$ cat src/rtl/lane_serializer_pkg.sv
// Shared types and width helpers for the lane serializer and its link-side checker.
package lane_serializer_pkg;

  typedef enum logic [1:0] {
    IDLE,
    SHIFT,
    GAP
  } ser_state_t;

  localparam int GAP_CNT_W = 8;

  // Smallest r with 2^r >= data_width + r + 1.
  function automatic int hamming_parity_bits(input int data_width);
    int r;
    r = 0;
    while ((1 << r) < data_width + r + 1) r++;
    return r;
  endfunction

endpackage

$ cat src/rtl/lane_serializer_hamming_parity_calc.sv
// Combinational Hamming parity generator: parity bits at power-of-two codeword
// positions, data bits filling the remaining positions in ascending order.
module hamming_parity_calc
  import lane_serializer_pkg::*;
#(
  parameter int DATA_WIDTH = 8
) (
  input  logic [DATA_WIDTH-1:0]                          data_i,
  output logic [hamming_parity_bits(DATA_WIDTH)-1:0]     parity_o
);

  localparam int P          = hamming_parity_bits(DATA_WIDTH);
  localparam int FRAME_BITS = DATA_WIDTH + P;

  // Data bits covered by parity bit bit_i; resolved at elaboration time.
  function automatic logic [DATA_WIDTH-1:0] parity_mask(input int bit_i);
    logic [DATA_WIDTH-1:0] m;
    int idx;
    m   = '0;
    idx = 0;
    for (int pos = 1; pos <= FRAME_BITS; pos++) begin
      if ((pos & (pos - 1)) != 0) begin
        if (((pos >> bit_i) & 1) != 0) m = m | (DATA_WIDTH'(1) << idx);
        idx++;
      end
    end
    return m;
  endfunction

  for (genvar i = 0; i < P; i++) begin : g_parity
    assign parity_o[i] = ^(data_i & parity_mask(i));
  end

endmodule

$ cat src/rtl/lane_serializer.sv
// Multi-lane serializer: accepts a word, optionally appends Hamming parity and
// shifts the frame out NUM_LANES bits per beat with start/last/enable qualifiers.
module lane_serializer
  import lane_serializer_pkg::*;
#(
  parameter int DATA_WIDTH = 8,
  parameter int NUM_LANES  = 1,
  parameter int HAS_ECC    = 0,
  parameter int MSB_FIRST  = 1,
  parameter int IDLE_GAP   = 0
) (
  input  logic                  clk_i,
  input  logic                  rst_n_i,
  input  logic [DATA_WIDTH-1:0] data_i,
  input  logic                  valid_i,
  output logic                  ready_o,
  input  logic                  flush_i,
  output logic [NUM_LANES-1:0]  serial_o,
  output logic                  enable_o,
  output logic                  start_o,
  output logic                  last_o
);

  localparam int P          = (HAS_ECC != 0) ? hamming_parity_bits(DATA_WIDTH) : 0;
  localparam int FRAME_BITS = DATA_WIDTH + P;
  localparam int BEATS      = (FRAME_BITS + NUM_LANES - 1) / NUM_LANES;
  localparam int FV_W       = BEATS * NUM_LANES;
  localparam int PAD        = FV_W - FRAME_BITS;
  localparam int CNT_W      = $clog2(BEATS + 1);

  // The idle cycle before a re-accept is itself one gap cycle, so GAP only
  // has to cover the remaining IDLE_GAP-1 cycles.
  localparam logic [GAP_CNT_W-1:0] GAP_INIT =
    (IDLE_GAP > 1) ? GAP_CNT_W'(IDLE_GAP - 2) : '0;

  logic [FRAME_BITS-1:0] frame_bits;
  logic [FV_W-1:0]       frame_pad;
  logic [FV_W-1:0]       frame_ord;

  if (HAS_ECC != 0) begin : g_ecc
    logic [P-1:0] parity;
    hamming_parity_calc #(.DATA_WIDTH(DATA_WIDTH)) u_parity (
      .data_i   (data_i),
      .parity_o (parity)
    );
    assign frame_bits = {data_i, parity};
  end else begin : g_no_ecc
    assign frame_bits = data_i;
  end

  assign frame_pad = FV_W'(frame_bits) << PAD;

  for (genvar i = 0; i < FV_W; i++) begin : g_order
    assign frame_ord[i] = (MSB_FIRST != 0) ? frame_pad[i] : frame_pad[FV_W-1-i];
  end

  ser_state_t             state_q, state_d;
  logic [CNT_W-1:0]       cnt_q, cnt_d;
  logic [GAP_CNT_W-1:0]   gap_q, gap_d;
  logic [FV_W-1:0]        sreg_q, sreg_d;
  logic [NUM_LANES-1:0]   serial_q, serial_d;
  logic                   enable_q, enable_d;
  logic                   start_q, start_d;
  logic                   last_q, last_d;
  logic                   accept;

  assign ready_o = !flush_i &&
                   (state_q == IDLE || (state_q == SHIFT && last_q && IDLE_GAP == 0));
  assign accept  = valid_i && ready_o;

  always_comb begin
    // NOTE: every signal gets a default before any branch so no path can leave
    // it unassigned, which would otherwise infer a latch.
    state_d  = state_q;
    cnt_d    = cnt_q;
    gap_d    = gap_q;
    sreg_d   = sreg_q;
    serial_d = '0;
    enable_d = 1'b0;
    start_d  = 1'b0;
    last_d   = 1'b0;

    if (flush_i) begin
      state_d = IDLE;
      cnt_d   = '0;
      gap_d   = '0;
      sreg_d  = '0;
    end else if (accept) begin
      state_d  = SHIFT;
      cnt_d    = '0;
      serial_d = frame_ord[FV_W-1 -: NUM_LANES];
      sreg_d   = frame_ord << NUM_LANES;
      enable_d = 1'b1;
      start_d  = 1'b1;
      last_d   = (BEATS == 1);
    end else begin
      unique case (state_q)
        IDLE: ;
        SHIFT: begin
          if (!last_q) begin
            cnt_d    = cnt_q + CNT_W'(1);
            serial_d = sreg_q[FV_W-1 -: NUM_LANES];
            sreg_d   = sreg_q << NUM_LANES;
            enable_d = 1'b1;
            last_d   = (cnt_q + CNT_W'(1)) == CNT_W'(BEATS - 1);
          end else if (IDLE_GAP > 1) begin
            state_d = GAP;
            gap_d   = GAP_INIT;
          end else begin
            state_d = IDLE;
          end
        end
        GAP: begin
          if (gap_q == '0) state_d = IDLE;
          else             gap_d   = gap_q - GAP_CNT_W'(1);
        end
        default: state_d = IDLE;
      endcase
    end
  end

  // NOTE: sequential state uses non-blocking assignments so every register
  // samples the pre-edge values regardless of statement order.
  always_ff @(posedge clk_i or negedge rst_n_i) begin
    if (!rst_n_i) begin
      state_q  <= IDLE;
      cnt_q    <= '0;
      gap_q    <= '0;
      sreg_q   <= '0;
      serial_q <= '0;
      enable_q <= 1'b0;
      start_q  <= 1'b0;
      last_q   <= 1'b0;
    end else begin
      state_q  <= state_d;
      cnt_q    <= cnt_d;
      gap_q    <= gap_d;
      sreg_q   <= sreg_d;
      serial_q <= serial_d;
      enable_q <= enable_d;
      start_q  <= start_d;
      last_q   <= last_d;
    end
  end

  assign serial_o = serial_q;
  assign enable_o = enable_q;
  assign start_o  = start_q;
  assign last_o   = last_q;

endmodule

$ cat config.mk
export PLATFORM = sky130hd
export DESIGN_NAME = lane_serializer
export DESIGN_NICKNAME = d
export VERILOG_FILES = /design/src/rtl/lane_serializer_pkg.sv /design/src/rtl/lane_serializer_hamming_parity_calc.sv /design/src/rtl/lane_serializer.sv
export SDC_FILE = /design/constraint.sdc
export NUM_CORES = 1
export LEC_CHECK = 0
export CORE_MARGIN = 2
export CORE_UTILIZATION = 45
export DETAILED_ROUTE_END_ITERATION = 10
export GPL_ROUTABILITY_DRIVEN = 1
export PLACE_DENSITY_LB_ADDON = 0.12
export REMOVE_ABC_BUFFERS = 1
export SYNTH_ARGS = -nofsm -noshare
export SYNTH_HDL_FRONTEND = slang
export SYNTH_SLANG_ARGS = --single-unit
export TNS_END_PERCENT = 20
$ cat constraint.sdc
create_clock -name clk_i -period 1.4 [get_ports clk_i]
set_clock_uncertainty 0.1 [all_clocks]
set_input_delay 0.21 -clock clk_i [delete_from_list [all_inputs] [get_ports clk_i]]
set_output_delay 0.21 -clock clk_i [all_outputs]
set_load 0.05 [all_outputs]
==> flow_metrics.tcl, run 1 <==
set metrics [dict create \
    status "completed" \
    ff2ff_setup_slack_ps 60 \
    detail_route.wl_per_cell_um 14.2 \
    clock_latency_on_the_worst_skew_pair_ps 280 \
    area.growth.synth_to_final_pct 41.5 \
    power-per-cell-area_nw_per_um2 913 \
    cp-start-kind "flop" \
    multi_input_comb_area_um2 350 \
    die_area_um2 2100 \
    routed-via-count 621 \
    die_width_um 45.8 \
    minimum_setup_slack_in_the_final_design_ps 25.2 \
    layout.nets 113 \
    dp_hpwl_um 1080 \
    final_period_util 0.982 \
    rr_endpoint "cnt_q[3]" \
    max-cap-violations 0 \
    finalWeightedCongestion 0.785 \
    clock_path_buffers 2 \
    remaining_global_route_overflow 0 \
    timing.setup.critical_path_class "flop to output port" \
    track_usage 0.185 \
    r2r.worst_path.cells 4 \
    dp_slack_ps -9.15 \
    worstSetupEndpointType "output port" \
    maxSlewViolCount 0 \
    grt_start_max_net_pins 17 \
    net-switching-power_uw 261 \
    clock_tree.root_cell "clkbuf_4" \
    comb_power_share 0.208 \
    post_synth_num_cell_types 24 \
    initial_antenna_violation_count 0 \
    cp_max_fo 2 \
    slew_headroom 0.864 \
    routed_wirelength_um 1630 \
    cts_buffers 3 \
    fin_crit_ps 1370 \
    ys_ff_latch 16 \
    ctsHtreeMaxLevel 1 \
    worst-endpoint-required_ps 1090 \
    postRouteAntennaNets 0 \
    critical_path_arrival_ps 1060 \
    syn_area_per_cell_um2 10.8 \
    p_leak_uw 0.000513 \
    worst-slew-pin-transition_ps 203 \
    final-setup-viol-count 0 \
    share_of_synthesized_area_occupied_by_flip_flops_and_latches 0.509 \
    grt_pass1_vias 629 \
    synthesis.area_um2 787 \
    hold_class "input port to async pin" \
    number_of_warning_messages_in_the_yosys_log 0 \
    place.port_buffers 16 \
    total_power_uw 1020 \
    clock_tree_from_tritoncts "yes" \
    unrepaired_setup_endpoints_after_global_routing "true" \
    cts_sinks 16 \
    clock_slew_at_reported_path_ffs_ps 100 \
    number_of_rows_created_at_floorplan 15 \
    num_io_pins 17 \
    post-route-drc-count 0 \
    die_height_um 45.8 \
    vdd_ir_drop_max_uv 651 \
    drtPass1Iterations 4 \
    rr_startpoint "last_o" \
    internal-power_uw 757 \
    placeableCoreArea_um2 1690 \
    global_route_wire_length_before_repair_um 2710 \
    clock_power_share 0.296 \
    number_of_standard_cells_after_synthesis 73 \
    layout.filler_cells 137 \
    final_core_utilization 0.659 \
    drt_iter0_markers 7 \
    cts.hold.buffers_added 0 \
    sequentialPowerShare 0.496 \
    hold_viol 0 \
    total_area_of_sequential_cells_um2 402 \
    placed_inst_area_um2 1030 \
    switching_share 0.256 \
    fraction_of_final_layout_cells_sized_beyond_drive_strength_1 0.265 \
    antenna_cells_inserted 0 \
    finalInstanceArea_um2 1110 \
    vias_per_cell 5.40 \
    initial_standard_cell_utilization_of_the_core 0.466 \
    whs_ps 139 \
    max_freq_mhz 727 \
]
-- stage by stage --
step | setup TNS (ps) | std cells
6_report | 0 | 115
2_1_floorplan | -1230 | 66
4_1_cts | -1.61 | 114
5_1_grt | -46.9 | 115
3_3_place_gp | -27.5 | 107
3_5_place_dp | -25.4 | 107
-- routing by layer --
layer	track usage	up-vias	share of wire
met5	0	-	0
met4	0.0857	0	0.0061
met3	0.0238	2	0.039
met2	0.313	13	0.52
met1	0.233	305	0.43
li1	-	301	-
-- area by class of cell --
cell class	count	area share
clock buffer	4	0.0326
inverter	1	0.00337
multi-input combinational	49	0.315
sequential	16	0.361
tap	17	0.0191
timing repair buffer	28	0.270
-- critical path, stage by stage, from the launching register on --
cell and delay, ps:
dfrtp_1 390, nor2b_4 140, nor2_4 110, buf_12 150
-- cells in the mapped netlist --
library cell	count	area [µm²]
xnor2_1	1	8.76
buf_6	2	22.5
mux2i_1	7	70.1
inv_1	1	3.75
nand2_1	3	11.3
nand3_1	3	15.0
ha_1	2	25.0
a31oi_1	1	6.26
buf_4	1	7.51
and2_1	1	6.26
nand2b_4	1	13.8
buf_2	2	10.0
dfrtp_1	16	400
nor2_1	10	37.5
nand2b_1	1	6.26
nor3_1	1	5.00
nand3b_1	3	22.5
xor2_1	1	8.76
nor4b_2	1	15.0
or3_1	2	12.5
clkbuf_1	2	7.51
a21oi_1	4	20.0
nor2b_1	1	6.26
a211oi_1	6	45.0
-- cell usage in the layout, fill, tap and decap left out --
| master | count |
|---|---|
| nor2_1 | 9 |
| xnor2_1 | 1 |
| a211oi_1 | 6 |
| nor2b_4 | 1 |
| and2_1 | 1 |
| a31oi_1 | 1 |
| clkdlybuf4s50_1 | 11 |
| dfrtp_2 | 1 |
| nand3_1 | 3 |
| nor2_4 | 1 |
| clkbuf_4 | 3 |
| clkbuf_8 | 1 |
| inv_1 | 1 |
| mux2i_1 | 7 |
| nand2_1 | 3 |
| nand2b_4 | 1 |
| buf_12 | 5 |
| xor2_1 | 1 |
| nor4b_2 | 1 |
| nor3_1 | 1 |
| ha_1 | 2 |
| dfrtp_1 | 15 |
| nand2b_1 | 1 |
| buf_4 | 12 |
| nand3b_1 | 3 |
| a21oi_1 | 4 |
| or3_1 | 2 |
-- worst max path at each step --
stage,slack (ps),end,depth (start not counted),start
after floorplan,-530,start_o,3,last_o
after global placement,-30,sreg_q[2],4,valid_i
after detailed placement,-9,sreg_q[2],4,valid_i
after CTS,-2,ready_o,3,state_q[0]
after global routing,-30,ready_o,3,state_q[0]
final,30,ready_o,3,state_q[0]
-- sequential cells by signal (all words and copies together) (netlist names) --
| name | cells |
|---|---|
| cnt_q | 4 |
| enable_o | 1 |
| last_o | 1 |
| serial_o | 1 |
| sreg_q | 7 |
| start_o | 1 |
| state_q | 1 |
-- power by group through the flow --
stage | sequential [µW] | combinational [µW] | clock, µW
floorplan | 526 | 64.2 | 0
detailed placement | 514 | 197 | 0
global route | 508 | 230 | 331
CTS | 504 | 209 | 316
finish | 505 | 212 | 301
global placement | 513 | 194 | 0
-- cells by family (layout without fill, tap and decap cells) --
logic type | Yosys count | in the layout | share of synthesized area
AOI/OAI and AO/OA | 11 | 11 | 0.0906
xor gates and xnor gates | 2 | 2 | 0.0223
adders and majority gates | 2 | 2 | 0.0318
buffers and inverters | 8 | 33 | 0.0652
muxes | 7 | 7 | 0.0890
DFF | 16 | 16 | 0.509
and+or+nand+nor | 27 | 27 | 0.192
-- what timing repair did --
action,CTS,global route
gates resized for setup,5,0
endpoints found under the setup margin,1,2
setup buffers,3,1
cloned,0,0
pin swaps,1,1
hold endpoints to repair,0,0
No activity file was read; power rests on OpenSTA's default activity.
==> run 2, diff against run 1 <==
Settings changed: TNS_END_PERCENT 20 to 100.
==> run 2 against run 1 <==
Effect of this change: final cell count unchanged; sequential share of layout area is the same; power is the same; die area unchanged; non-clock buffer count unchanged; worst hold slack unchanged; fmax unchanged; sequential power about the same; first-iteration DRC count unchanged; critical endpoint unchanged; largest cell class unchanged; highest routed layer unchanged.
==> flow_metrics.tcl, run 2 (synthesis gave the netlist of run 1 again) <==
set metrics [dict create \
    status "completed" \
    vias_per_cell 5.40 \
    critical_path.slowest_cell "dfrtp_1" \
    layout_commonest_cell "dfrtp_1" \
    die_height_um 45.8 \
    hold_class "input port to async pin" \
    placeableCoreArea_um2 1690 \
    grt_pass1_vias 629 \
    clock_power_share 0.296 \
    switching_share 0.256 \
    clock_tree.root_cell "clkbuf_4" \
    worst-endpoint-required_ps 1090 \
    antenna_cells_inserted 0 \
    fraction_of_final_layout_cells_sized_beyond_drive_strength_1 0.265 \
    die_width_um 45.8 \
    hold_viol 0 \
    finalWeightedCongestion 0.785 \
    layout.nets 113 \
    sequentialPowerShare 0.496 \
    global_route_wire_length_before_repair_um 2710 \
    fin_crit_ps 1370 \
    minimum_setup_slack_in_the_final_design_ps 25.2 \
    max_freq_mhz 727 \
    initial_standard_cell_utilization_of_the_core 0.466 \
    p_leak_uw 0.000513 \
    die_area_um2 2100 \
    cp_slowest_stage_delay_ps 390 \
    detail_route.wl_per_cell_um 14.2 \
    worstSetupEndpointType "output port" \
    layout.filler_cells 137 \
    routed-via-count 621 \
    maxSlewViolCount 0 \
    top_reg_by_flops "sreg_q" \
    final-setup-viol-count 0 \
    remaining_global_route_overflow 0 \
    cts_sinks 16 \
    clock_tree_from_tritoncts "yes" \
    vdd_ir_drop_max_uv 651 \
    unrepaired_setup_endpoints_after_global_routing "true" \
    final_core_utilization 0.659 \
    critical_path_cell_sequence "nor2b_4, nor2_4, buf_12" \
    place.port_buffers 16 \
    fin_setup_tns_ps 0 \
    crit_buf_inv 1 \
    track_usage 0.185 \
    grt_start_max_net_pins 17 \
    slew_headroom 0.864 \
    cp-start-kind "flop" \
    ff2ff_setup_slack_ps 60 \
    cp_max_fo 2 \
    worst-slew-pin-transition_ps 203 \
    num_io_pins 17 \
    final_period_util 0.982 \
    critical_path_arrival_ps 1060 \
    dp_hpwl_um 1080 \
    mostFrequentLayoutCells "15 x dfrtp_1, 12 x buf_4, 11 x clkdlybuf4s50_1" \
    area.growth.synth_to_final_pct 41.5 \
    ctsHtreeMaxLevel 1 \
    initial_antenna_violation_count 0 \
    post-route-drc-count 0 \
    drt_iter0_markers 7 \
    timing.setup.critical_path_class "flop to output port" \
    clock_latency_on_the_worst_skew_pair_ps 280 \
    postRouteAntennaNets 0 \
    max-cap-violations 0 \
    largest_registers_in_the_final_layout "sreg_q (7), cnt_q (4)" \
    routed_wirelength_um 1630 \
    comb_power_share 0.208 \
    critical-path-top-delay-family "flip-flops" \
    drtPass1Iterations 4 \
    whs_ps 139 \
    number_of_rows_created_at_floorplan 15 \
    cts_buffers 3 \
    clock_slew_at_reported_path_ffs_ps 100 \
    internal-power_uw 757 \
    power-per-cell-area_nw_per_um2 913 \
    net-switching-power_uw 261 \
    clock_path_buffers 2 \
    largest_reg_flops 7 \
    dp_slack_ps -9.15 \
]
[run 2: worst paths after layout]
| path | to | startpoint | cells past startpoint |
|---|---|---|---|
| max in group asynchronous | last_o | rst_n_i | 2 |
| setup / recovery | ready_o | state_q[0] | 3 |
| min in group clk_i | serial_o | data_i[7] | 3 |
| hold reg to reg | serial_o | sreg_q[7] | 2 |
| setup reg to reg | cnt_q[3] | last_o | 4 |
| hold / removal | sreg_q[7] | rst_n_i | 2 |
[run 2: area by class of cell]
cell class	count	area, µm²	share of cell area
flip-flops and latches	16	402	0.361
inverters	1	3.75	0.00337
well taps	17	21.3	0.0191
multi-input cells	49	350	0.315
repair buffers	28	300	0.270
clock buffers	4	36.3	0.0326
[run 2: power by group through the flow]
stage / sequential (µW) / combinational, µW / clock (µW)
floorplan: 526 / 64.2 / 0
global placement: 513 / 194 / 0
detailed placement: 514 / 197 / 0
CTS: 504 / 209 / 316
global route: 508 / 230 / 331
finish: 505 / 212 / 301
[run 2: worst register-to-register path, delay by kind of cell, from the launching register on]
kind	cells	cell delay (ps)
and+or+nand+nor	2	470
buffers and inverters	1	150
DFF	1	430
AOI/OAI and AO/OA	1	130
[run 2: what timing repair did]
| item | CTS | global route |
|---|---|---|
| gates resized for setup | 5 | 0 |
| cloned | 0 | 0 |
| setup buffers | 3 | 1 |
| endpoints found under the setup margin | 1 | 2 |
| hold buffers | 0 | 0 |
| pin swaps | 1 | 1 |
[run 2: metal layers]
layer	part of all wire	routed length, µm	vias up	track usage
li1	-	-	301	-
met1	0.43	706	305	0.233
met2	0.52	854	13	0.313
met3	0.039	63	2	0.0238
met4	0.0061	10	0	0.0857
met5	0	0	-	0
[run 2: per-stage QoR]
| step | area [µm²] | cells | power, µW |
|---|---|---|---|
| finish | 1110 | 115 | 1020 |
| global placement | 1030 | 107 | 708 |
| global route | 1110 | 115 | 1070 |
| detailed placement | 1030 | 107 | 711 |
| floorplan | 739 | 66 | 590 |
| CTS | 1110 | 114 | 1030 |
==> run 3, diff against run 2 <==
Settings changed: REMOVE_ABC_BUFFERS 1 to not set.
==> run 3 against run 2 <==
Effect of this change: the run now ends with negative setup slack left; core utilization shrank 1.3 points; sequential cell count is the same; power shrank 0.98%; worst hold slack gained 5.4 ps; highest routed layer unchanged; setup slack lost 45 ps; final cell count shrank 2.6%; design area shrank 2.0%; critical path depth is the same; via count shrank 1.3%; largest power group unchanged.
==> flow_metrics.tcl, run 3 (synthesis gave the netlist of run 1 again) <==
set metrics [dict create \
    total_power_uw 1010 \
    cts_sinks 16 \
    place.port_buffers 16 \
    routed-via-count 613 \
    synth_fp_nets 87 \
    max_freq_mhz 704 \
    detail_route.wl_per_cell_um 13.3 \
    status "finished with violations" \
    clock_power_share 0.298 \
    remaining_global_route_overflow 0 \
    unrepaired_setup_endpoints_after_global_routing "true" \
    postRouteAntennaNets 0 \
    num_io_pins 17 \
    initial_antenna_violation_count 0 \
    placed_inst_area_um2 1040 \
    cts_buffers 3 \
    worst-slew-pin-transition_ps 216 \
    clock_tree.root_cell "clkbuf_4" \
    max-cap-violations 0 \
    vias_per_cell 5.47 \
    slew_headroom 0.856 \
    routed_wirelength_um 1490 \
    final-setup-viol-count 1 \
    layout_commonest_cell "dfrtp_1" \
    ctsHtreeMaxLevel 1 \
    mostFrequentLayoutCells "15 x dfrtp_1, 11 x clkdlybuf4s50_1, 9 x nor2_1, 9 x buf_4, 7 x mux2i_1" \
    initial_standard_cell_utilization_of_the_core 0.466 \
    fraction_of_final_layout_cells_sized_beyond_drive_strength_1 0.242 \
    r2r.worst_path.cells 4 \
    worstSetupEndpointType "output port" \
    maxSlewViolCount 0 \
    minimum_setup_slack_in_the_final_design_ps -19.8 \
    fin_setup_tns_ps -19.8 \
    critical_path.slowest_cell "dfrtp_2" \
    clock_tree_from_tritoncts "yes" \
    p_leak_uw 0.000497 \
    rr_endpoint "cnt_q[0]" \
    cp_max_fo 3 \
    comb_power_share 0.202 \
    cts.hold.buffers_added 0 \
    net-switching-power_uw 256 \
    cp_slowest_stage_delay_ps 460 \
    post-route-drc-count 0 \
    antenna_cells_inserted 0 \
    internal-power_uw 752 \
    cp-start-kind "flop" \
    power-per-cell-area_nw_per_um2 923 \
    die_height_um 45.8 \
    final_period_util 1.01 \
    layout.nets 110 \
    grt_pass1_vias 621 \
    timing.setup.critical_path_class "flop to output port" \
    track_usage 0.178 \
    critical_path_cell_sequence "nor2b_4, nor2_4, buf_12" \
    global_route_wire_length_before_repair_um 2650 \
    fin_crit_ps 1420 \
    largest_reg_flops 7 \
    failed_checks "negative setup slack" \
    drtPass1Iterations 4 \
    hold_viol 0 \
    worst-endpoint-required_ps 1090 \
    number_of_rows_created_at_floorplan 15 \
    die_width_um 45.8 \
    finalWeightedCongestion 0.738 \
    area.growth.synth_to_final_pct 38.6 \
    placeableCoreArea_um2 1690 \
    rr_startpoint "state_q[0]" \
    critical_path_arrival_ps 1110 \
    top_reg_by_flops "sreg_q" \
    clock_latency_on_the_worst_skew_pair_ps 280 \
    finalInstanceArea_um2 1090 \
    clock_slew_at_reported_path_ffs_ps 90 \
    dp_hpwl_um 1090 \
    vdd_ir_drop_max_uv 530 \
    clock_path_buffers 2 \
    die_area_um2 2100 \
    switching_share 0.254 \
    sequentialPowerShare 0.500 \
    grt_start_max_net_pins 17 \
    ff2ff_setup_slack_ps 100 \
    largest_registers_in_the_final_layout "sreg_q (7), cnt_q (4)" \
    hold_class "input port to async pin" \
    drt_iter0_markers 1 \
]
## run 3: repair_timing
| item | 4_1_cts | 5_1_grt |
|---|---|---|
| pin swaps | 0 | 1 |
| setup buffers | 2 | 0 |
| gates resized for setup | 0 | 2 |
| setup endpoints to repair | 1 | 3 |
## run 3: cell type report
type                    count  area, µm²
clock buffers               4       36.3
flip-flops and latches     16        402
inverters                   1       3.75
multi-input cells          49        350
fillers                   155        598
repair buffers             25        278
well taps                  17       21.3
## run 3: per-layer routing
layer	track usage	up-vias	part of all wire
met5	0	-	0
met4	0.0686	0	0.0087
met2	0.301	13	0.49
met3	0.0397	2	0.036
li1	-	298	-
met1	0.219	300	0.46
## run 3: worst max path at each step
stage               startpoint        end  slack, ps  depth (start not counted)
floorplan               last_o   cnt_q[3]        -10                          4
global placement       valid_i  sreg_q[6]        -20                          4
detailed placement     valid_i  sreg_q[6]        -70                          4
CTS                 state_q[0]    ready_o       -110                          4
global route            last_o    ready_o        -70                          3
finish                  last_o    ready_o        -20                          3
## run 3: power by group through the flow
| stage | Combinational [µW] | Clock, µW | Sequential [µW] |
|---|---|---|---|
| after floorplan | 91.8 | 0 | 526 |
| after global placement | 197 | 0 | 513 |
| after detailed placement | 199 | 0 | 513 |
| after CTS | 208 | 312 | 503 |
| after global routing | 221 | 338 | 506 |
| final | 204 | 300 | 503 |
## run 3: critical path: cells and delay by family, from the launching register on
family        cells  cell delay [ps]
flops             1              460
buf+inv           1              140
simple gates      2              230
## run 3: metrics by stage
| step | setup slack [ps] | instances | hold WS, ps | utilization |
|---|---|---|---|---|
| 6_report | -19.8 | 112 | 144 | 0.646 |
| 4_1_cts | -113 | 113 | 151 | 0.646 |
| 3_3_place_gp | -24.5 | 107 | 431 | 0.616 |
| 3_5_place_dp | -70.9 | 107 | 430 | 0.616 |
| 5_1_grt | -71.7 | 112 | 148 | 0.646 |
| 2_1_floorplan | -12.0 | 73 | -186 | - |
